[src/rtl/armbus_scheduler_pkg.sv]
// Shared types and constants for the ARM motor-bus scheduler.
// Holds the frame layout, the state encoding and the checksum.
package armbus_pkg;

  localparam logic [7:0] HEADER_DEF = 8'hA5;
  localparam logic [7:0] ACK_OK_DEF = 8'h06;
  localparam int         FRAME_LEN  = 7;

  typedef enum logic [2:0] {
    ST_IDLE,
    ST_GRANT,
    ST_SEND,
    ST_WAIT_ACK,
    ST_REPORT
  } state_e;

  // Trailing frame byte: XOR of the motor id and all four setpoint bytes.
  function automatic logic [7:0] frame_chk(input logic [7:0] id, input logic [31:0] data);
    return id ^ data[31:24] ^ data[23:16] ^ data[15:8] ^ data[7:0];
  endfunction

endpackage

[src/rtl/armbus_scheduler_if.sv]
// Requester, UART byte link and result signals of the motor-bus scheduler.
// The master modport is the scheduler side; slave is the SoC/UART side.
interface armbus_scheduler_if #(
  parameter int N_REQ = 4
);
  localparam int SRC_W = $clog2(N_REQ);

  logic                  enable;
  logic [N_REQ-1:0]      req_valid;
  logic [N_REQ-1:0]      req_ready;
  logic [8*N_REQ-1:0]    req_id;
  logic [32*N_REQ-1:0]   req_data;

  logic [7:0]            tx_byte;
  logic                  tx_valid;
  logic                  tx_ready;
  logic [7:0]            rx_byte;
  logic                  rx_valid;

  logic                  resp_valid;
  logic [SRC_W-1:0]      resp_src;
  logic                  resp_ok;
  logic                  resp_timeout;
  logic                  busy;

  modport master (
    input  enable, req_valid, req_id, req_data, tx_ready, rx_byte, rx_valid,
    output req_ready, tx_byte, tx_valid, resp_valid, resp_src, resp_ok,
           resp_timeout, busy
  );

  modport slave (
    output enable, req_valid, req_id, req_data, tx_ready, rx_byte, rx_valid,
    input  req_ready, tx_byte, tx_valid, resp_valid, resp_src, resp_ok,
           resp_timeout, busy
  );

endinterface

[src/rtl/armbus_scheduler_rr_arbiter.sv]
// Combinational round-robin pick: first set request at or above ptr_i, wrapping.
module rr_arbiter #(
  parameter int N     = 4,
  parameter int IDX_W = $clog2(N)
) (
  input  logic [N-1:0]     req_i,
  input  logic [IDX_W-1:0] ptr_i,
  output logic [N-1:0]     grant_o,
  output logic [IDX_W-1:0] idx_o,
  output logic             valid_o
);

  int cand;

  always_comb begin
    grant_o = '0;
    idx_o   = '0;
    valid_o = 1'b0;
    cand    = 0;
    for (int k = 0; k < N; k++) begin
      cand = int'(ptr_i) + k;
      if (cand >= N) cand = cand - N;
      if (!valid_o && req_i[cand[IDX_W-1:0]]) begin
        valid_o                     = 1'b1;
        idx_o                       = cand[IDX_W-1:0];
        grant_o[cand[IDX_W-1:0]]    = 1'b1;
      end
    end
  end

endmodule

[src/rtl/armbus_scheduler.sv]
// Shares the motor-bus UART between N_REQ requesters: round-robin grant,
// 7-byte framing, then waits for a 1-byte ack or a timeout and reports it.
module armbus_scheduler
  import armbus_pkg::*;
#(
  parameter int         N_REQ   = 4,
  parameter int         TIMEOUT = 50000,
  parameter logic [7:0] HEADER  = HEADER_DEF,
  parameter logic [7:0] ACK_OK  = ACK_OK_DEF
) (
  input  logic               clock,
  input  logic               reset,
  armbus_scheduler_if.master bus
);

  localparam int          IDX_W     = $clog2(N_REQ);
  localparam logic [19:0] TMO_LAST  = 20'(TIMEOUT - 1);
  localparam logic [2:0]  LAST_BYTE = 3'(FRAME_LEN - 1);

  state_e           state_q, state_d;
  logic [IDX_W-1:0] rr_ptr_q, rr_ptr_d;
  logic [IDX_W-1:0] src_q, src_d;
  logic [7:0]       id_q, id_d;
  logic [31:0]      data_q, data_d;
  logic [7:0]       chk_q, chk_d;
  logic [2:0]       byte_idx_q, byte_idx_d;
  logic [19:0]      timer_q, timer_d;
  logic             ok_q, ok_d;
  logic             tmo_q, tmo_d;

  logic [N_REQ-1:0] arb_grant;
  logic [IDX_W-1:0] arb_idx;
  logic             arb_valid;

  rr_arbiter #(
    .N     (N_REQ),
    .IDX_W (IDX_W)
  ) u_arb (
    .req_i   (bus.req_valid),
    .ptr_i   (rr_ptr_q),
    .grant_o (arb_grant),
    .idx_o   (arb_idx),
    .valid_o (arb_valid)
  );

  always_ff @(posedge clock) begin
    if (reset) begin
      state_q    <= ST_IDLE;
      rr_ptr_q   <= '0;
      src_q      <= '0;
      id_q       <= '0;
      data_q     <= '0;
      chk_q      <= '0;
      byte_idx_q <= '0;
      timer_q    <= '0;
      ok_q       <= 1'b0;
      tmo_q      <= 1'b0;
    end else begin
      state_q    <= state_d;
      rr_ptr_q   <= rr_ptr_d;
      src_q      <= src_d;
      id_q       <= id_d;
      data_q     <= data_d;
      chk_q      <= chk_d;
      byte_idx_q <= byte_idx_d;
      timer_q    <= timer_d;
      ok_q       <= ok_d;
      tmo_q      <= tmo_d;
    end
  end

  always_comb begin
    state_d    = state_q;
    rr_ptr_d   = rr_ptr_q;
    src_d      = src_q;
    id_d       = id_q;
    data_d     = data_q;
    chk_d      = chk_q;
    byte_idx_d = byte_idx_q;
    timer_d    = timer_q;
    ok_d       = ok_q;
    tmo_d      = tmo_q;
    case (state_q)
      ST_IDLE: begin
        if (bus.enable && |bus.req_valid) state_d = ST_GRANT;
      end
      ST_GRANT: begin
        // A request withdrawn between IDLE and GRANT falls back without a grant.
        if (arb_valid) begin
          src_d      = arb_idx;
          id_d       = bus.req_id[int'(arb_idx)*8 +: 8];
          data_d     = bus.req_data[int'(arb_idx)*32 +: 32];
          chk_d      = frame_chk(id_d, data_d);
          rr_ptr_d   = (arb_idx == IDX_W'(N_REQ - 1)) ? '0 : arb_idx + 1'b1;
          byte_idx_d = '0;
          state_d    = ST_SEND;
        end else begin
          state_d = ST_IDLE;
        end
      end
      ST_SEND: begin
        if (bus.tx_ready) begin
          if (byte_idx_q == LAST_BYTE) begin
            timer_d = '0;
            state_d = ST_WAIT_ACK;
          end else begin
            byte_idx_d = byte_idx_q + 3'd1;
          end
        end
      end
      ST_WAIT_ACK: begin
        // An ack arriving on the final timer cycle still counts as an ack.
        if (bus.rx_valid) begin
          ok_d    = (bus.rx_byte == ACK_OK);
          tmo_d   = 1'b0;
          state_d = ST_REPORT;
        end else if (timer_q == TMO_LAST) begin
          ok_d    = 1'b0;
          tmo_d   = 1'b1;
          state_d = ST_REPORT;
        end else begin
          timer_d = timer_q + 20'd1;
        end
      end
      ST_REPORT: begin
        state_d = ST_IDLE;
      end
      default: begin
        state_d = ST_IDLE;
      end
    endcase
  end

  always_comb begin
    bus.req_ready    = '0;
    bus.tx_valid     = 1'b0;
    bus.tx_byte      = '0;
    bus.resp_valid   = 1'b0;
    bus.resp_src     = '0;
    bus.resp_ok      = 1'b0;
    bus.resp_timeout = 1'b0;
    bus.busy         = (state_q != ST_IDLE);
    case (state_q)
      ST_GRANT: begin
        bus.req_ready = arb_grant;
      end
      ST_SEND: begin
        bus.tx_valid = 1'b1;
        case (byte_idx_q)
          3'd0:    bus.tx_byte = HEADER;
          3'd1:    bus.tx_byte = id_q;
          3'd2:    bus.tx_byte = data_q[31:24];
          3'd3:    bus.tx_byte = data_q[23:16];
          3'd4:    bus.tx_byte = data_q[15:8];
          3'd5:    bus.tx_byte = data_q[7:0];
          default: bus.tx_byte = chk_q;
        endcase
      end
      ST_REPORT: begin
        bus.resp_valid   = 1'b1;
        bus.resp_src     = src_q;
        bus.resp_ok      = ok_q;
        bus.resp_timeout = tmo_q;
      end
      default: begin
      end
    endcase
  end

  a_resp_exclusive: assert property (@(posedge clock) disable iff (reset)
    !(bus.resp_ok && bus.resp_timeout));

  a_ready_onehot: assert property (@(posedge clock) disable iff (reset)
    $onehot0(bus.req_ready));

  a_tx_hold: assert property (@(posedge clock) disable iff (reset)
    (bus.tx_valid && !bus.tx_ready) |=> (bus.tx_valid && $stable(bus.tx_byte)));

endmodule
[src/flat_wrapper.sv]
// flat-port wrapper written by rule: the top's interface ports become plain ports
module armbus_scheduler_flat import armbus_pkg::*;
#(
  parameter int         N_REQ   = 4,
  parameter int         TIMEOUT = 50000,
  parameter logic [7:0] HEADER  = HEADER_DEF,
  parameter logic [7:0] ACK_OK  = ACK_OK_DEF
)
  (clock, reset, bus_enable, bus_req_valid, bus_req_id, bus_req_data, bus_tx_ready, bus_rx_byte, bus_rx_valid, bus_req_ready, bus_tx_byte, bus_tx_valid, bus_resp_valid, bus_resp_src, bus_resp_ok, bus_resp_timeout, bus_busy);
  armbus_scheduler_if #(.N_REQ(N_REQ)) bus_i ();
  input  logic clock;
  input  logic reset;
  input wire logic [$bits(bus_i.enable)-1:0] bus_enable;
  input wire logic [$bits(bus_i.req_valid)-1:0] bus_req_valid;
  input wire logic [$bits(bus_i.req_id)-1:0] bus_req_id;
  input wire logic [$bits(bus_i.req_data)-1:0] bus_req_data;
  input wire logic [$bits(bus_i.tx_ready)-1:0] bus_tx_ready;
  input wire logic [$bits(bus_i.rx_byte)-1:0] bus_rx_byte;
  input wire logic [$bits(bus_i.rx_valid)-1:0] bus_rx_valid;
  output wire logic [$bits(bus_i.req_ready)-1:0] bus_req_ready;
  output wire logic [$bits(bus_i.tx_byte)-1:0] bus_tx_byte;
  output wire logic [$bits(bus_i.tx_valid)-1:0] bus_tx_valid;
  output wire logic [$bits(bus_i.resp_valid)-1:0] bus_resp_valid;
  output wire logic [$bits(bus_i.resp_src)-1:0] bus_resp_src;
  output wire logic [$bits(bus_i.resp_ok)-1:0] bus_resp_ok;
  output wire logic [$bits(bus_i.resp_timeout)-1:0] bus_resp_timeout;
  output wire logic [$bits(bus_i.busy)-1:0] bus_busy;
  assign bus_i.enable = bus_enable;
  assign bus_i.req_valid = bus_req_valid;
  assign bus_i.req_id = bus_req_id;
  assign bus_i.req_data = bus_req_data;
  assign bus_i.tx_ready = bus_tx_ready;
  assign bus_i.rx_byte = bus_rx_byte;
  assign bus_i.rx_valid = bus_rx_valid;
  assign bus_req_ready = bus_i.req_ready;
  assign bus_tx_byte = bus_i.tx_byte;
  assign bus_tx_valid = bus_i.tx_valid;
  assign bus_resp_valid = bus_i.resp_valid;
  assign bus_resp_src = bus_i.resp_src;
  assign bus_resp_ok = bus_i.resp_ok;
  assign bus_resp_timeout = bus_i.resp_timeout;
  assign bus_busy = bus_i.busy;
  armbus_scheduler #(.N_REQ(N_REQ), .TIMEOUT(TIMEOUT), .HEADER(HEADER), .ACK_OK(ACK_OK)) u_core (.clock(clock), .reset(reset), .bus(bus_i));
endmodule
[config.mk]
export PLATFORM = sky130hd
export DESIGN_NAME = armbus_scheduler_flat
export DESIGN_NICKNAME = d
export VERILOG_FILES = /design/src/rtl/armbus_scheduler_pkg.sv /design/src/rtl/armbus_scheduler_if.sv /design/src/rtl/armbus_scheduler_rr_arbiter.sv /design/src/rtl/armbus_scheduler.sv /design/src/flat_wrapper.sv
export SDC_FILE = /design/constraint.sdc
export NUM_CORES = 1
export LEC_CHECK = 0
export ABC_AREA = 1
export ABC_CLOCK_PERIOD_IN_PS = 2400
export BUFFER_PORTS_ARGS = -buffer_cell sky130_fd_sc_hd__buf_2
export CORE_MARGIN = 4
export CORE_UTILIZATION = 50
export CTS_BUF_LIST = sky130_fd_sc_hd__clkbuf_8
export CTS_CLUSTER_DIAMETER = 30
export DETAILED_ROUTE_END_ITERATION = 8
export GPL_ROUTABILITY_DRIVEN = 0
export PLACE_DENSITY = 0.85
export SETUP_SLACK_MARGIN = 0.4
export SYNTH_ARGS = -nofsm -noshare
export SYNTH_HDL_FRONTEND = slang
export SYNTH_SLANG_ARGS = --single-unit
[constraint.sdc]
create_clock -name clock -period 2.4 [get_ports clock]
set_input_delay 0.12 -clock clock [delete_from_list [all_inputs] [get_ports clock]]
set_output_delay 0.12 -clock clock [all_outputs]
set_load 0.02 [all_outputs]
# ---- Yosys cells after proc, flatten, opt, wreduce, memory -nomap -nowiden
# Cells that the tools add are included.
dict set report op_classes {
  addsub 10
  order_cmp 12
  n_eq_ne 21
  shift 2
  muxes 61
  bitwise 7
  n_reduce_logical 23
}
# operator count
set ops {}
lappend ops {{128-bit by 8-bit variable part select with 32-bit output} 1}
lappend ops {{20-bit two-way mux} 4}
lappend ops {{8-bit case mux with 6 select lines} 1}
lappend ops {{20-bit case mux with 2 select lines} 1}
lappend ops {{32-bit by 6-bit variable part select with 8-bit output} 1}
lappend ops {{8-bit XOR} 4}
lappend ops {{3-bit two-way mux} 8}
lappend ops {{2-bit two-way mux} 11}
lappend ops {{20-bit by 1-bit adder with 20-bit output, second input constant} 1}
lappend ops {{20-bit by 16-bit equality test with 1-bit output, second input constant} 1}
lappend ops {{1-bit two-way mux} 20}
lappend ops {{4-bit two-way mux} 5}
lappend ops {{3-bit by 2-bit equality test with 1-bit output, second input constant} 4}
lappend ops {{3-bit equality test, second input constant} 4}
lappend ops {{2-bit by 3-bit < comparator with 1-bit output, second input constant} 4}
lappend ops {{4-bit OR} 3}
lappend ops {{3-bit case mux with 4 select lines} 1}
lappend ops {{3-bit >= comparator, second input constant} 3}
lappend ops {{1-bit binary-select mux with 2-bit select} 4}
lappend ops {{1-bit demux with 2-bit select} 4}
lappend ops {{8-bit by 3-bit equality test with 1-bit output, second input constant} 1}
lappend ops {{2-bit by 1-bit >= comparator with 1-bit output, second input constant} 4}
lappend ops {{1-bit logical AND} 8}
lappend ops {{8-bit two-way mux} 1}
lappend ops {{other kinds (20)} 37}
dict set report totals {
  regBits 80
  in_bits 177
  output_inout_bits 19
  word_cells 146
}

# ---- Depth between registers and ports, before layout
dict set report logic_depth {
  depth_word 19
  depth_mapped 23
  mapped_depth_nobuf 20
}

# ---- Modules after synthesis
# From an unflattened synthesis, not the netlist that was laid out.
dict set report unflattened {
  hier_cells 1242
  area_unflattened_um2 7021.7
}
# module n_inst cells_per_inst area_each_um2 seq_area_each_um2
set modules_own_cells {}
lappend modules_own_cells {armbus_scheduler 1 1168 6581.3 1601.5}
lappend modules_own_cells {rr_arbiter 1 74 440.4 0.0}

# ---- Least setup slack after synthesis
# Ideal clock, no wire load.
dict set report synth_timing {
  kind {reg-to-reg}
  startpoint {reg u_core.rr_ptr_q[1]}
  endpoint {reg u_core.chk_q[2]}
  setup_ns 0.109
  arrival_ns 2.419
  required_time_ns 2.291
  slack_ns -0.128
  stages_incl_launch_ff 19
  path_buffers 2
  synth_period_minus_slack_ns 2.528
  cell_sequence {dfxtp_1 inv_1 ha_1 inv_1 nand3_1 nand2_1 a21oi_2 nand2_2 nand3_4 buf_6 buf_6 o211ai_1 nand2_1 nand3_1 nand2_1 nand2_1 nand3_1 nand2_1 inv_1}
}
dict set report synth_via {
  elab_chain_len 19
  word_cells_on_any_way 44
  classes_between {7 x add/sub; 4 x order compare; 2 x shift; 20 x mux; 4 x bitwise; 7 x reduce/logical}
}
# item line
set synth_lines {}
lappend synth_lines {{start: declaration} armbus_scheduler.sv:21} ;# logic [IDX_W-1:0] rr_ptr_q, rr_ptr_d;
lappend synth_lines {{start signal: assignment} armbus_scheduler.sv:60} ;# rr_ptr_q <= rr_ptr_d;
lappend synth_lines {{parallel branches: the longest is 19 deep, another holds 2-bit by 1-bit adder with 3-bit output} --}
lappend synth_lines {{end signal: assignment} armbus_scheduler.sv:64} ;# chk_q <= chk_d;
lappend synth_lines {{end: declaration} armbus_scheduler.sv:25} ;# logic [7:0] chk_q, chk_d;
# Several ways; the timed one is not identified. The select of a mux whose other input is x is not followed.
# A chain may end at the register's enable or synchronous reset.

# ---- Worst setup path after layout
dict set report layout_timing {
  startpoint {reg u_core.rr_ptr_q[0]}
  endpoint {reg u_core.chk_q[0]}
}
# The elaborated chain is that of the path after synthesis.

==> impl_metrics.prom <==
# TYPE chip_impl_metric gauge
chip_impl_info{name="grt-busiest-layer",value="met2"} 1
chip_impl_metric{name="floorplan.initialDensity",unit="%"} 51.46
chip_impl_metric{name="finalHoldViolations",unit=""} 0
chip_impl_metric{name="pwr_density_cell",unit="nW/µm²"} 1942
chip_impl_metric{name="clkLatencyLatePin",unit="ns"} 0.38
chip_impl_metric{name="final_period_minus_worst_setup_slack",unit="ns"} 2.786
chip_impl_info{name="worst_hold_path_type",value="in -> reg"} 1
chip_impl_info{name="grt_setup_unrepaired",value="true"} 1
chip_impl_metric{name="post-layout-total-power",unit="µW"} 21660
chip_impl_metric{name="global_route_usage_sum",unit="%"} 33.25
chip_impl_info{name="synthFlopType",value="sky130_fd_sc_hd__dfxtp_1"} 1
chip_impl_info{name="crit_slowest_cell",value="sky130_fd_sc_hd__dfxtp_4"} 1
chip_impl_metric{name="number_of_register_bits_inferred_by_synthesis",unit=""} 80
chip_impl_metric{name="dp_area",unit="µm²"} 9017
chip_impl_metric{name="coreArea",unit="µm²"} 14040
chip_impl_metric{name="path_clk_slew",unit="ns"} 0.09
chip_impl_metric{name="max-cap-violations",unit=""} 0
chip_impl_metric{name="syn_nets",unit=""} 1463
chip_impl_metric{name="h-tree-depth",unit=""} 3
chip_impl_info{name="critPathCaptureType",value="flip-flop"} 1
chip_impl_metric{name="min_period_over_period",unit="%"} 116.1
chip_impl_metric{name="yosys_warning_count",unit=""} 0
chip_impl_metric{name="grt_start_max_net_pins",unit=""} 61
chip_impl_metric{name="slew_violations",unit=""} 0
chip_impl_metric{name="highest_cell_delay_on_the_worst_timing_path",unit="ns"} 0.39
chip_impl_info{name="netlist_top_cells_area",value="sky130_fd_sc_hd__nand2_1, sky130_fd_sc_hd__dfxtp_1, sky130_fd_sc_hd__inv_1"} 1
chip_impl_info{name="worstPathCellList",value="inv_8 > ha_4 > inv_4 > nand2_1 > nand2_2 > nor2_4 > nand4_1 > nand2_4 > buf_8 > buf_16 > nand2_1 > nand2_2 > nand2_1 > nand3_2 > nand2_1 > nand2_1 > nand3_1 > nand2_1 > inv_1"} 1
chip_impl_metric{name="placementRows",unit=""} 43
chip_impl_metric{name="final_setup_violation_count",unit=""} 24
chip_impl_metric{name="synth_top_area_share",unit="%"} 22.29
chip_impl_metric{name="fraction_of_final_layout_cells_with_drive_strength_greater_than_1",unit="%"} 40.89
chip_impl_metric{name="drt.antenna.violating_nets",unit=""} 0
chip_impl_metric{name="vdd.ir_drop.worst",unit="mV"} 1.364
chip_impl_metric{name="finish.net_count",unit=""} 1761
chip_impl_info{name="synth.most_common_cell",value="sky130_fd_sc_hd__nand2_1"} 1
chip_impl_metric{name="die_width",unit="µm"} 128.2
chip_impl_metric{name="worst-slew-pin-transition",unit="ns"} 0.6908
chip_impl_metric{name="cp.required",unit="ns"} 2.69
chip_impl_metric{name="ctsLongestPathBuffers",unit=""} 2
chip_impl_metric{name="grt_antenna_before_repair",unit=""} 0
chip_impl_metric{name="async_flop_share",unit="%"} 0
chip_impl_metric{name="numCtsBuffers",unit=""} 9
chip_impl_metric{name="nFillCells",unit=""} 794
chip_impl_metric{name="cts_hold_buffers",unit=""} 0
chip_impl_metric{name="syn_avg_cell_area",unit="µm²"} 5.681
chip_impl_metric{name="antennaDiodeCount",unit=""} 0
chip_impl_metric{name="drt_pass1_iterations",unit=""} 9
chip_impl_info{name="cts_tree",value="done"} 1
chip_impl_metric{name="postLayoutCellArea",unit="µm²"} 11150
chip_impl_metric{name="fmaxAchievable",unit="GHz"} 0.3590
chip_impl_metric{name="grt_first_pass_wirelength",unit="mm"} 44.93
chip_impl_metric{name="worst_clock_skew",unit="ns"} 0.01184
chip_impl_metric{name="area_of_the_die",unit="µm²"} 16440
chip_impl_metric{name="setup_ws",unit="ns"} -0.3859
chip_impl_info{name="cpMostUsedCell",value="sky130_fd_sc_hd__nand2_1"} 1
chip_impl_metric{name="drc",unit=""} 1
chip_impl_info{name="crit_path_start_kind",value="flip-flop"} 1
chip_impl_metric{name="areaGrowthSynthToFinish",unit="%"} 54.37
chip_impl_metric{name="route.final.wire_length",unit="mm"} 33.94
chip_impl_metric{name="worstPathArrival",unit="ns"} 3.07
chip_impl_metric{name="die_h",unit="µm"} 128.2
chip_impl_metric{name="via_per_inst",unit=""} 6.266
chip_impl_metric{name="number_of_enable_type_register_cells_in_the_synthesized_netlist",unit=""} 0
chip_impl_metric{name="worstPathMaxFanout",unit=""} 16
chip_impl_info{name="synth.top_cells.by_count",value="sky130_fd_sc_hd__nand2_1, sky130_fd_sc_hd__inv_1, sky130_fd_sc_hd__nand3_1"} 1
chip_impl_metric{name="drt_iter0_drc",unit=""} 1773
chip_impl_metric{name="ys_seq_area_share",unit="%"} 22.16
chip_impl_metric{name="post_synth_inst_count",unit=""} 1272
chip_impl_info{name="critical_path_class",value="reg -> reg"} 1
chip_impl_metric{name="grt_util_met3",unit="%"} 6.250
chip_impl_info{name="outcome",value="finished with violations"} 1
chip_impl_info{name="yosys.area.top_type",value="sky130_fd_sc_hd__nand2_1"} 1
chip_impl_metric{name="port-buffer-count",unit=""} 195
chip_impl_metric{name="dp_hpwl",unit="mm"} 18.82
chip_impl_metric{name="post_synth_num_cell_types",unit=""} 44
chip_impl_metric{name="grt_overflow",unit=""} 0
chip_impl_metric{name="regArea",unit="µm²"} 1625
chip_impl_metric{name="grt_util_met1",unit="%"} 37.36
chip_impl_metric{name="boundaryPins",unit=""} 196
chip_impl_info{name="cts.root.buffer_cell",value="sky130_fd_sc_hd__clkbuf_8"} 1
chip_impl_metric{name="grt_use_met2",unit="%"} 58.78
chip_impl_metric{name="maxSlewHeadroom",unit="%"} 53.95
chip_impl_metric{name="number_of_global_route_vias_before_repair",unit=""} 9577
chip_impl_metric{name="route.detailed.wl_per_inst",unit="µm"} 19.34
chip_impl_metric{name="multi_input_area",unit="µm²"} 5472
chip_impl_metric{name="syn_area",unit="µm²"} 7226
chip_impl_info{name="failed_checks",value="design-rule violations, negative setup slack"} 1
chip_impl_metric{name="p_leak",unit="µW"} 0.005894
chip_impl_metric{name="routed_vias",unit=""} 11000
chip_impl_metric{name="total_number_of_clock_tree_sinks",unit=""} 80
## routing by layer
metal / part of all wire (%) / vias up
met4: 9.5 / 0
li1: - / 4714
met5: 0 / -
met2: 46 / 1113
met1: 33 / 4806
met3: 12 / 364
## placed cells by master (no fill, tap or decap), types with 7 or more instances in the layout
| cell type | instances |
|---|---|
| sky130_fd_sc_hd__o211ai_1 | 22 |
| sky130_fd_sc_hd__buf_4 | 108 |
| sky130_fd_sc_hd__nand2_2 | 96 |
| sky130_fd_sc_hd__nor4_1 | 7 |
| sky130_fd_sc_hd__nand3_2 | 28 |
| sky130_fd_sc_hd__clkbuf_8 | 11 |
| sky130_fd_sc_hd__dfxtp_2 | 7 |
| sky130_fd_sc_hd__buf_6 | 35 |
| sky130_fd_sc_hd__xor2_1 | 10 |
| sky130_fd_sc_hd__nor2_1 | 44 |
| sky130_fd_sc_hd__o21ai_0 | 8 |
| sky130_fd_sc_hd__a21oi_1 | 51 |
| sky130_fd_sc_hd__o21ai_1 | 29 |
| sky130_fd_sc_hd__nand2_4 | 23 |
| sky130_fd_sc_hd__dfxtp_1 | 69 |
| sky130_fd_sc_hd__inv_1 | 185 |
| sky130_fd_sc_hd__buf_12 | 13 |
| sky130_fd_sc_hd__o22ai_1 | 9 |
| sky130_fd_sc_hd__nor3_1 | 9 |
| sky130_fd_sc_hd__o21ai_2 | 27 |
| sky130_fd_sc_hd__ha_4 | 7 |
| sky130_fd_sc_hd__buf_2 | 186 |
| sky130_fd_sc_hd__ha_1 | 7 |
| sky130_fd_sc_hd__nand4_1 | 59 |
| sky130_fd_sc_hd__nand2_1 | 315 |
| sky130_fd_sc_hd__nand3_1 | 90 |
| sky130_fd_sc_hd__inv_2 | 21 |
| sky130_fd_sc_hd__buf_16 | 7 |
## kinds of logic after synthesis
group | count (synthesis) | share of synthesized area, %
xor gates and xnor gates | 12 | 1.455
and+or+nand+nor | 697 | 42.22
adders and majority gates | 14 | 2.424
DFF | 80 | 22.16
AOI/OAI and AO/OA | 184 | 15.20
buffers and inverters | 285 | 16.54
## power by group
group	internal (µW)	switching, µW
Combinational	7580	10700
Clock	641	537
Sequential	1840	377
Total	10100	11600
## critical path, delay by kind of cell (launching register included)
| family | cells | cell delay (ns) |
|---|---|---|
| AND/OR/NAND/NOR | 13 | 1.51 |
| adder cells (fa/ha/maj) | 1 | 0.30 |
| buffers and inverters | 5 | 0.47 |
| flip-flops | 1 | 0.39 |
## worst paths after layout
| path | slack [ns] | startpoint | cells after the start | to |
|---|---|---|---|---|
| worst max-delay path | -0.39 | u_core.rr_ptr_q[0]$_SDFFE_PP0P_ | 19 | u_core.chk_q[0]$_SDFFE_PP0P_ |
| worst max register to register | -0.39 | u_core.rr_ptr_q[0]$_SDFFE_PP0P_ | 19 | u_core.chk_q[0]$_SDFFE_PP0P_ |
| worst min-delay path | 0.009 | bus_rx_byte[6] | 4 | u_core.ok_q$_SDFFE_PP0P_ |
| worst min register to register | 0.47 | u_core.ok_q$_SDFFE_PP0P_ | 2 | u_core.ok_q$_SDFFE_PP0P_ |
## sequential cells by signal, summed over array words and instances (netlist names)
| name | count |
|---|---|
| u_core.byte_idx_q | 3 |
| u_core.chk_q | 8 |
| u_core.data_q | 32 |
| u_core.id_q | 8 |
| u_core.ok_q | 1 |
| u_core.rr_ptr_q | 2 |
| u_core.src_q | 2 |
| u_core.state_q | 3 |
| u_core.timer_q | 20 |
| u_core.tmo_q | 1 |
## final cells by class
type / count / share of cell area (%)
Clock inverter: 5 / 0.7067
Tap cell: 180 / 2.019
Clock buffer: 11 / 1.357
Multi-Input combinational cell: 907 / 49.05
Timing Repair Buffer: 356 / 24.51
Inverter: 216 / 7.785
Sequential cell: 80 / 14.57
## what timing repair did
| action | CTS | global route |
|---|---|---|
| cloned | 9 | 4 |
| resized for setup | 213 | 179 |
| pin swaps | 33 | 60 |
| setup endpoints to repair | 85 | 90 |
| setup buffers | 22 | 23 |
## through the flow
stage	hold slack, ns	util (%)	TNS [ns]	setup slack [ns]	std cells
after floorplan	0.3011	-	0	0.09819	1272
after global placement	0.4014	64.22	-0.04009	-0.03202	1681
after detailed placement	0.4043	64.22	-0.4676	-0.1075	1681
after CTS	0.01835	73.06	-0.1744	-0.05173	1728
after global routing	0.03823	79.44	-7.158	-0.5090	1755
final	0.009054	79.44	-3.352	-0.3859	1755
(Power assumes the default switching activity.)
